===== src/rtl/plic_gateway_bank.sv =====
// Bank of PLIC interrupt gateways: synchronizes raw device lines, tracks per-source
// pending/in-flight state and retires requests through the claim/complete handshake.
module plic_gateway_bank #(
  parameter int NSRC        = 8,
  parameter int IDW         = 4,
  parameter int SYNC_STAGES = 2,
  parameter int CNTW        = 3
) (
  input  logic            clock,
  input  logic            reset,
  input  logic [NSRC-1:0] io_src,
  input  logic [NSRC-1:0] io_edge,
  input  logic            io_claim_valid,
  input  logic [IDW-1:0]  io_claim_id,
  input  logic            io_complete_valid,
  input  logic [IDW-1:0]  io_complete_id,
  output logic [NSRC-1:0] io_ip,
  output logic [NSRC-1:0] io_inflight,
  output logic            io_drop
);

  localparam logic [CNTW-1:0] CNT_MAX = '1;

  logic [SYNC_STAGES-1:0][NSRC-1:0] sync_reg;
  logic [NSRC-1:0] s;
  logic [NSRC-1:0] s_prev_reg;
  logic [NSRC-1:0] edge_evt;
  logic [NSRC-1:0] ip_reg;
  logic [NSRC-1:0] ip_next;
  logic [NSRC-1:0] inflight_reg;
  logic [NSRC-1:0] inflight_next;
  logic [NSRC-1:0] drop_vec;
  logic            drop_reg;

  assign s        = sync_reg[SYNC_STAGES-1];
  assign edge_evt = s & ~s_prev_reg;

  always_ff @(posedge clock or negedge reset) begin
    if (!reset) begin
      sync_reg   <= '0;
      s_prev_reg <= '0;
    end else begin
      sync_reg[0] <= io_src;
      for (int k = 1; k < SYNC_STAGES; k++) begin
        sync_reg[k] <= sync_reg[k-1];
      end
      s_prev_reg <= s;
    end
  end

  genvar gi;
  generate
    for (gi = 0; gi < NSRC; gi++) begin : g_src
      logic            claim_hit;
      logic            complete_hit;
      logic            drop_hit;
      logic [CNTW-1:0] cnt_reg;
      logic [CNTW-1:0] cnt_next;

      // Only a pending source can be claimed and only an in-flight one completed,
      // so a same-ID claim+complete can never both be accepted.
      assign claim_hit    = io_claim_valid && (io_claim_id == IDW'(gi + 1)) && ip_reg[gi];
      assign complete_hit = io_complete_valid && (io_complete_id == IDW'(gi + 1)) &&
                            inflight_reg[gi];

      always_comb begin
        cnt_next = cnt_reg;
        drop_hit = 1'b0;
        if (!io_edge[gi]) begin
          cnt_next = '0;
        end else if (edge_evt[gi] && !claim_hit) begin
          if (cnt_reg == CNT_MAX) begin
            drop_hit = 1'b1;
          end else begin
            cnt_next = cnt_reg + 1'b1;
          end
        end else if (!edge_evt[gi] && claim_hit && (cnt_reg != '0)) begin
          // cnt can be 0 with ip set right after a level-to-edge switch; never wrap
          cnt_next = cnt_reg - 1'b1;
        end
      end

      assign inflight_next[gi] = claim_hit | (inflight_reg[gi] & ~complete_hit);
      assign ip_next[gi]       = ~inflight_next[gi] &
                                 (io_edge[gi] ? (cnt_next != '0) : s[gi]);
      assign drop_vec[gi]      = drop_hit;

      always_ff @(posedge clock or negedge reset) begin
        if (!reset) begin
          cnt_reg <= '0;
        end else begin
          cnt_reg <= cnt_next;
        end
      end
    end
  endgenerate

  always_ff @(posedge clock or negedge reset) begin
    if (!reset) begin
      ip_reg       <= '0;
      inflight_reg <= '0;
      drop_reg     <= 1'b0;
    end else begin
      ip_reg       <= ip_next;
      inflight_reg <= inflight_next;
      drop_reg     <= |drop_vec;
    end
  end

  assign io_ip       = ip_reg;
  assign io_inflight = inflight_reg;
  assign io_drop     = drop_reg;

endmodule


===== config.mk =====
export PLATFORM = sky130hd
export DESIGN_NAME = plic_gateway_bank
export DESIGN_NICKNAME = d
export VERILOG_FILES = /design/src/rtl/plic_gateway_bank.sv
export SDC_FILE = /design/constraint.sdc
export NUM_CORES = 1
export LEC_CHECK = 0
export BUFFER_PORTS_ARGS = -buffer_cell sky130_fd_sc_hd__buf_4
export CORE_UTILIZATION = 50
export CTS_CLUSTER_DIAMETER = 50
export DETAILED_ROUTE_END_ITERATION = 6
export PLACE_DENSITY = 0.79
export SYNTH_ARGS = -nofsm -noshare
export SYNTH_HDL_FRONTEND = slang
export SYNTH_SLANG_ARGS = --single-unit

===== constraint.sdc =====
create_clock -name clock -period 2.1 [get_ports clock]
set_input_delay 0.21 -clock clock [delete_from_list [all_inputs] [get_ports clock]]
set_output_delay 0.21 -clock clock [all_outputs]
set_load 0.03 [all_outputs]

==> impl_metrics.tcl, run 1 <==
set metrics [dict create \
    grt_pass1_vias 2892 \
    power.clock.fraction_pct 35.2 \
    startpoint_type "flop" \
    htreeDepth 3 \
    synth_cells 332 \
    fin_crit_sh_pct 96.36 \
    maxCapViolations 0 \
    worstRegToRegCells 6 \
    area_growth_pct 25.58 \
    ioPinCount 45 \
    floorplan.die_area_sq_mm 0.007394 \
    p_leak_nw 2.040 \
    cts_max_path_buffers 2 \
    worstHoldPathType "primary input to flop" \
    drtAntennaViolNets 0 \
    gp_congestion 0.8809 \
    cts.clk_slew.worst_paths_ps 80 \
    ys_ff_latch 65 \
    clock-sinks 65 \
    p_seq_share_pct 43.4 \
    peakVddDrop_uv 534.5 \
    place_inst 485 \
    min_period_ps 2024 \
    final.setup.tns_ps 0 \
    cts_buffers 9 \
    yosysWarnings 0 \
    die_h_microns 85.99 \
    drv_slew 0 \
    min_to "io_ip[3]" \
    max_freq_mhz 494.2 \
    yosysUniqueCellTypes 58 \
    rows 30 \
    start_util_pct 51.92 \
    switching_power_w 0.001005 \
    grt_pass1_wl_microns 13140 \
    synthFlopType "dfrtp_1" \
    syn-num-nets 384 \
    via_per_inst 5.690 \
    drt_wl_total_microns 7924 \
    dieWidth_microns 85.99 \
    r2r-end "io_ip[5]" \
    hold_start "io_edge[3]" \
    vias 2902 \
    synth_edf_count 0 \
    outcome "finished, final reports clean" \
    diodes 0 \
    rrSetupSlack_ps 80 \
    swShare_pct 30.11 \
    crit_required_ps 2370 \
    fin_cells 510 \
    critPathMaxFanout 3 \
    ff_latch_area_sq_mm 0.001627 \
    grt_use_total_pct 23.38 \
    antenna_found_initial 0 \
    relSlewSlack_pct 45.89 \
    avgSynthCellArea_sq_um 10.62 \
    fin_skew_ps 9.806 \
    syn-cell-area_sq_mm 0.003527 \
    finish.utilization_pct 65.19 \
    grt-ovfl-total 0 \
    end_kind "flop" \
    drive_gt1_share_pct 21.74 \
    dp_hpwl_microns 5915 \
    wire_per_inst_microns 15.54 \
    p_int_w 0.002334 \
    whs_path_depth 2 \
    nets 461 \
    rsz0062_at_grt "false" \
    pwr_density_cell_mw_per_mm2 753.9 \
    ys_seq_area_share_pct 46.12 \
    cts_tree "built" \
    firstDrtPassIters 6 \
    p_comb_share_pct 21.4 \
    r2r-start "g_src[5].cnt_reg[0]" \
    multi_input_area_sq_mm 0.001818 \
    setup_viol 0 \
    max_slew.worst_pin.slew_ps 811.6 \
    async_flop_share_pct 100.0 \
    fill_cells 524 \
    root_buffer "clkbuf_8" \
    critPathArrivalTime_ps 2300 \
    grt_max_degree 66 \
    path_class "flop to flop" \
    drc 0 \
    cts.repair_timing.setup_buffer_count 0 \
    core_area_sq_mm 0.006794 \
    largest_reg_flops 24 \
    portBuffers 44 \
    worstSkewPairLatency_ps 360 \
    finalHoldViolations 0 \
    drt_iter0_drc 169 \
]
## power by group through the flow
stage / Combinational (W) / Sequential, W / Clock [W]
2_1_floorplan: 0.000287 / 0.00157 / 0
3_3_place_gp: 0.000672 / 0.00147 / 0
3_5_place_dp: 0.000694 / 0.00147 / 0
4_1_cts: 0.000710 / 0.00145 / 0.00120
5_1_grt: 0.000780 / 0.00146 / 0.00125
6_report: 0.000716 / 0.00145 / 0.00117
## metrics by stage
stage          worst slack (ps)  hold WS [ps]  area, sq um  total power [W]
3_5_place_dp             -93.28         320.4         4078         0.002167
2_1_floorplan             8.189        -85.59         3527         0.001862
4_1_cts                   39.42         68.02         4387         0.003360
5_1_grt                 0.03886         91.56         4429         0.003495
6_report                  76.47         75.48         4429         0.003339
3_3_place_gp             -12.10         319.1         4078         0.002141
## cell usage after synthesis, drive strengths merged, types with 4 or more instances
master	number	area [sq um]
inv	32	120.1
o21ai	12	60.06
o41a	5	56.30
and2	8	50.05
o211a	4	40.04
nor2b	16	100.1
and3	9	56.30
o211ai	5	37.54
a2111oi	6	108.9
dfrtp	65	1627
a31oi	4	25.02
mux2i	8	80.08
a21oi	7	35.03
a311oi	4	35.03
nor3	5	25.02
nand2	27	101.4
o21a	5	37.54
nand2b	12	75.07
nor2	8	30.03
ha	24	300.3
nand3	12	60.06
nand3b	5	37.54
## cell type report
| type | instances | area share [%] |
|---|---|---|
| timing repair buffer | 67 | 11.86 |
| clock inverter | 6 | 2.062 |
| tap | 96 | 2.712 |
| inverter | 32 | 2.712 |
| sequential | 65 | 36.72 |
| clock buffer | 10 | 2.881 |
| multi-input combinational | 234 | 41.05 |
## kinds of logic after synthesis
logic type / synth area share, %
buffers and inverters: 3.547
DFF: 46.12
muxes: 3.228
and+or+nand+nor: 20.01
AOI/OAI and AO/OA: 18.59
adders and majority gates: 8.514
## what timing repair did
action / in CTS / in global routing
gates resized for setup: 0 / 6
hold buffers: 9 / 0
endpoints found under the hold margin: 65 / 0
setup endpoints to repair: 0 / 6
## critical path, cell delays in order, from the launching register on
cell,delay (ps)
dfrtp_1,380
inv_1,80
ha_1,200
a2111oi_1,500
o21bai_1,230
mux2_2,380
a41oi_1,170
## layer usage
metal	up-vias	share of wire, %	GRT usage, %
met5	-	0	0
met3	19	6.5	7.892
li1	1370	-	-
met4	0	2.4	9.091
met1	1424	42	28.91
met2	89	49	37.81
## cells in the final DEF, fill, tap and decap left out, types with 9 or more instances in the layout
cell type,count
and3_1,9
buf_4,58
clkbuf_8,9
dfrtp_1,65
dlygate4sd3_1,9
ha_1,24
inv_1,32
nand2_1,27
nand2b_1,12
nand3_1,12
nor2b_1,16
o21ai_0,12
## worst max path at each step
| stage | start | endpoint | slack, ps |
|---|---|---|---|
| after global routing | g_src[7].cnt_reg[0] | io_ip[7] | 0.04 |
| after detailed placement | io_claim_id[3] | io_ip[4] | -90 |
| after global placement | io_claim_id[3] | io_ip[4] | -10 |
| final | g_src[5].cnt_reg[0] | io_ip[5] | 80 |
| after CTS | g_src[5].cnt_reg[0] | io_ip[5] | 40 |
| after floorplan | io_ip[5] | io_ip[5] | 8 |
Power figures use the tool's default switching activity.
==> run 2: changes to the inputs <==
--- a/config.mk
+++ b/config.mk
@@ -9,7 +9,7 @@
 export CORE_UTILIZATION = 50
 export CTS_CLUSTER_DIAMETER = 50
 export DETAILED_ROUTE_END_ITERATION = 6
-export PLACE_DENSITY = 0.79
+export PLACE_DENSITY = 0.76
 export SYNTH_ARGS = -nofsm -noshare
 export SYNTH_HDL_FRONTEND = slang
 export SYNTH_SLANG_ARGS = --single-unit
==> constraint.sdc (replaced) <==
create_clock -name clock -period 2.5 [get_ports clock]
set_input_delay 0.25 -clock clock [delete_from_list [all_inputs] [get_ports clock]]
set_output_delay 0.25 -clock clock [all_outputs]
set_load 0.03 [all_outputs]
==> run 2 against run 1 <==
  * Non-clock buffer count shrank 22
  * Largest cell class unchanged
  * Clock power is 13% lower
  * Critical endpoint is now io_ip[0]
  * Global-route usage is 1.5 points lower
==> impl_metrics.tcl, run 2 (synthesis gave the netlist of run 1 again) <==
set metrics [dict create \
    grt_use_total_pct 21.90 \
    grt-ovfl-total 0 \
    max_freq_mhz 470.3 \
    grt_max_degree 66 \
    worstHoldPathType "primary input to asynchronous set/reset pin" \
    final_common_cell "dfrtp_1" \
    cts_max_path_buffers 2 \
    drt_wl_total_microns 7481 \
    placed_cell_area_sq_mm 0.003980 \
    worstSkewPairLatency_ps 330 \
    vias 2721 \
    peakVddDrop_uv 370.2 \
    path_buf_inv 1 \
    p_leak_nw 1.950 \
    gp_congestion 0.8673 \
    nets 439 \
    cts.repair_timing.setup_buffer_count 0 \
    outcome "finished, final reports clean" \
    pwr_density_cell_mw_per_mm2 664.9 \
    portBuffers 44 \
    cts_tree "built" \
    postCtsResizedCells 0 \
    largest_reg_flops 24 \
    via_per_inst 5.576 \
    relSlewSlack_pct 46.46 \
    dieWidth_microns 85.99 \
    fin_skew_ps 4.874 \
    end_kind "flop" \
    wire_per_inst_microns 15.33 \
    crit_required_ps 2710 \
    setup_viol 0 \
    drive_gt1_share_pct 19.13 \
    floorplan.die_area_sq_mm 0.007394 \
    min_period_ps 2126 \
    firstDrtPassIters 6 \
    path_class "flop to flop" \
    critPathMaxFanout 5 \
    htreeDepth 3 \
    area_growth_pct 19.33 \
    holdBufCountCts 0 \
    fin_crit_sh_pct 85.05 \
    diodes 0 \
    final.setup.tns_ps 0 \
    worst_hold_slack_ps 4.007 \
    cp_top_family "compound AO/OA/AOI/OAI gates" \
    dp_hpwl_microns 5597 \
    ioPinCount 45 \
    antenna_found_initial 0 \
    cp_cell_sequence "inv_1 -> ha_1 -> a2111oi_2 -> o211ai_1 -> and3b_1 -> o41a_1" \
    startpoint_type "flop" \
    rows 30 \
    critPathArrivalTime_ps 2340 \
    cpMaxStageDelayCell "a2111oi_2" \
    cts.clk_slew.worst_paths_ps 70 \
    root_buffer "clkbuf_8" \
    drc 0 \
    drtAntennaViolNets 0 \
    core_area_sq_mm 0.006794 \
    cp_slowest_stage_delay_ps 580 \
    finalHoldViolations 0 \
    maxCapViolations 0 \
    clock-sinks 65 \
    final_cell_mix "dfrtp_1, buf_4, inv_1" \
    grt_pass1_vias 2661 \
    fill_cells 557 \
    max_slew.worst_pin.slew_ps 803.2 \
    cts_buffers 9 \
    grt_pass1_wl_microns 12490 \
    design_area_sq_mm 0.004209 \
    start_util_pct 51.92 \
    drv_slew 0 \
    rsz0062_at_grt "false" \
    die_h_microns 85.99 \
    drt_iter0_drc 152 \
]
## run 2: power breakdown
group	total (W)	switching (W)	internal (W)
logic	0.000568	0.000338	0.000230
clock network	0.00102	0.000403	0.000612
registers	0.00122	0.0000695	0.00115
total	0.00280	0.000810	0.00199
## run 2: path summary, 6_finish.rpt
check                                     from                  end  slack [ps]  cells after the start
min                                      reset  g_src[2].cnt_reg[0]           4                      1
min in group clock                   io_src[5]          sync_reg[5]          20                      1
min reg2reg                        sync_reg[3]                 s[3]         350                      0
max                        g_src[0].cnt_reg[0]             io_ip[0]         370                      6
max reg2reg                g_src[0].cnt_reg[0]             io_ip[0]         370                      6
max in group asynchronous                reset  g_src[5].cnt_reg[2]        1970                      1
## run 2: layout make-up
type                    instances  area (sq um)  share of cell area [%]
repair buffers                 45         337.8                   8.026
multi-input cells             234          1775                   42.18
clock buffers                  11         151.4                   3.597
inverters                      32         120.1                   2.854
well taps                      96         120.1                   2.854
flip-flops and latches         65          1627                   38.64
clock inverters                 5         77.57                   1.843
## run 2: routing by layer
layer	vias up	global-route usage, %	wire, microns
met4	0	9.091	140
met3	18	4.812	328
met1	1302	27.91	3347
met5	-	0	0
met2	72	36.15	3665
li1	1329	-	-
## run 2: per-stage QoR
step	instances	setup WS, ps	util (%)	total power (W)
CTS	488	371.0	61.95	0.002820
floorplan	332	408.2	-	0.001564
detailed placement	472	282.1	58.58	0.001803
global placement	472	319.7	58.58	0.001786
global route	488	220.8	61.95	0.002931
finish	488	373.8	61.95	0.002799
## run 2: worst register-to-register path: cells and delay by family, from the launching register on
kind,cells,cell delay (ps)
fa+ha+maj,1,210
simple gates,1,200
flops,1,380
buf+inv,1,80
compound gates,3,1130
==> run 3: changes to the inputs <==
--- a/config.mk
+++ b/config.mk
@@ -9,7 +9,7 @@
 export CORE_UTILIZATION = 50
 export CTS_CLUSTER_DIAMETER = 50
 export DETAILED_ROUTE_END_ITERATION = 6
-export PLACE_DENSITY = 0.76
+export PLACE_DENSITY = 0.7
 export SYNTH_ARGS = -nofsm -noshare
 export SYNTH_HDL_FRONTEND = slang
 export SYNTH_SLANG_ARGS = --single-unit
==> run 3 against run 2 <==
  * Highest routed layer unchanged
  * Worst setup slack about the same
  * Cell count increased by 1.2%
  * Non-clock buffer count increased by 7
  * Clock power decreased by 27%
  * Clock skew increased by 4.1 ps
  * Routed wire length about the same
  * Clock-buffer cell count decreased by 1
  * The run now ends with hold timing left
  * Design area about the same
==> impl_metrics.tcl, run 3 (synthesis gave the netlist of run 1 again) <==
set metrics [dict create \
    drtAntennaViolNets 0 \
    worst_hold_slack_ps -0.5483 \
    crit_required_ps 2730 \
    cts.clk_slew.worst_paths_ps 70 \
    cts_buffers 9 \
    grt_pass1_vias 2656 \
    violations "hold timing" \
    critPathMaxFanout 4 \
    dp_hpwl_microns 5598 \
    grt_pass1_wl_microns 12520 \
    via_per_inst 5.478 \
    final.setup.tns_ps 0 \
    rows 30 \
    finalHoldViolations 2 \
    largest_reg_flops 24 \
    final_cell_mix "dfrtp_1, buf_4, inv_1" \
    root_buffer "clkbuf_8" \
    core_area_sq_mm 0.006794 \
    design_area_sq_mm 0.004212 \
    nets 446 \
    drt_wl_total_microns 7483 \
    drv_slew 0 \
    max_freq_mhz 470.4 \
    end_kind "flop" \
    rrSetupSlack_ps 370 \
    htreeDepth 3 \
    drt_iter0_drc 92 \
    critPathArrivalTime_ps 2360 \
    relSlewSlack_pct 45.79 \
    worstSkewPairLatency_ps 340 \
    gp_congestion 0.8588 \
    floorplan.die_area_sq_mm 0.007394 \
    outcome "finished with violations" \
    peakVddDrop_uv 432.5 \
    dieWidth_microns 85.99 \
    cp_common_cell "a311oi_1" \
    fin_crit_sh_pct 85.04 \
    firstDrtPassIters 4 \
    cts_tree "built" \
    placed_cell_area_sq_mm 0.003980 \
    worstHoldPathType "primary input to asynchronous set/reset pin" \
    grt-ovfl-total 0 \
    diodes 0 \
    clock-sinks 65 \
    fin_skew_ps 8.972 \
    die_h_microns 85.99 \
    final_common_cell "dfrtp_1" \
    maxCapViolations 0 \
    wire_per_inst_microns 15.15 \
    pwr_density_cell_mw_per_mm2 601.6 \
    area_growth_pct 19.40 \
    antenna_found_initial 0 \
    rsz0062_at_grt "false" \
    drc 0 \
    p_leak_nw 1.942 \
    grt_max_degree 66 \
    grt_use_total_pct 22.22 \
    setup_viol 0 \
    startpoint_type "flop" \
    cp_cell_sequence "ha_1 -> and2_1 -> a311oi_1 -> nor3_1 -> o221a_2 -> a311oi_1" \
    cpMaxStageDelayCell "a311oi_1" \
    drive_gt1_share_pct 18.34 \
    min_period_ps 2126 \
    portBuffers 44 \
    max_slew.worst_pin.slew_ps 813.1 \
    setup_slack_ps 374.1 \
    cts_max_path_buffers 2 \
    path_class "flop to flop" \
    ioPinCount 45 \
    cp_slowest_stage_delay_ps 450 \
    start_util_pct 51.92 \
    postCtsResizedCells 0 \
    pre_cts_ws_ps 234.7 \
    vias 2706 \
]
==> run 3: layer usage <==
layer	wire length [microns]	GRT usage [%]	vias to the layer above
met2	3470	35.50	48
met5	0	0	-
li1	-	-	1343
met1	3563	29.39	1300
met3	305	5.775	15
met4	143	7.576	0
==> run 3: power breakdown <==
part           switching, W  internal, W
clock network      0.000393     0.000352
registers         0.0000673      0.00115
logic              0.000338     0.000237
==> run 3: path summary, 6_finish.rpt <==
kind,from,endpoint,cells past startpoint
worst max register to register,g_src[3].cnt_reg[0],io_ip[3],6
min in group clock,io_src[7],sync_reg[7],1
worst min register to register,sync_reg[0],s[0],0
worst min-delay path,reset,g_src[4].cnt_reg[2],1
worst max-delay path,g_src[3].cnt_reg[0],io_ip[3],6
max in group asynchronous,reset,io_inflight[5],1
==> run 3: metrics by stage <==
stage / utilization [%] / total power (W) / std cells
floorplan: - / 0.001564 / 332
global placement: 58.58 / 0.001788 / 472
detailed placement: 58.58 / 0.001801 / 472
CTS: 61.69 / 0.002565 / 492
global route: 61.99 / 0.002677 / 494
finish: 61.99 / 0.002534 / 494
==> run 3: final cells by class <==
cell class | instances | area, sq um
Fill cell | 600 | 2582
Multi-Input combinational cell | 234 | 1775
Sequential cell | 65 | 1627
Timing Repair Buffer | 52 | 407.9
Clock buffer | 10 | 127.6
Inverter | 32 | 120.1
Tap cell | 96 | 120.1
Clock inverter | 5 | 33.78
==> run 3: repair_timing <==
| action | 4_1_cts | 5_1_grt |
|---|---|---|
| hold buffers | 5 | 2 |
| hold endpoints to repair | 5 | 2 |
| buffers inserted | 0 | 0 |
==> run 3: worst max-delay path, delay by kind of cell (launching register included) <==
family / cells / cell delay (ps)
AND/OR/NAND/NOR: 2 / 300
flip-flops: 1 / 440
adder cells (fa/ha/maj): 1 / 230
AO/OA/AOI/OAI: 3 / 1050
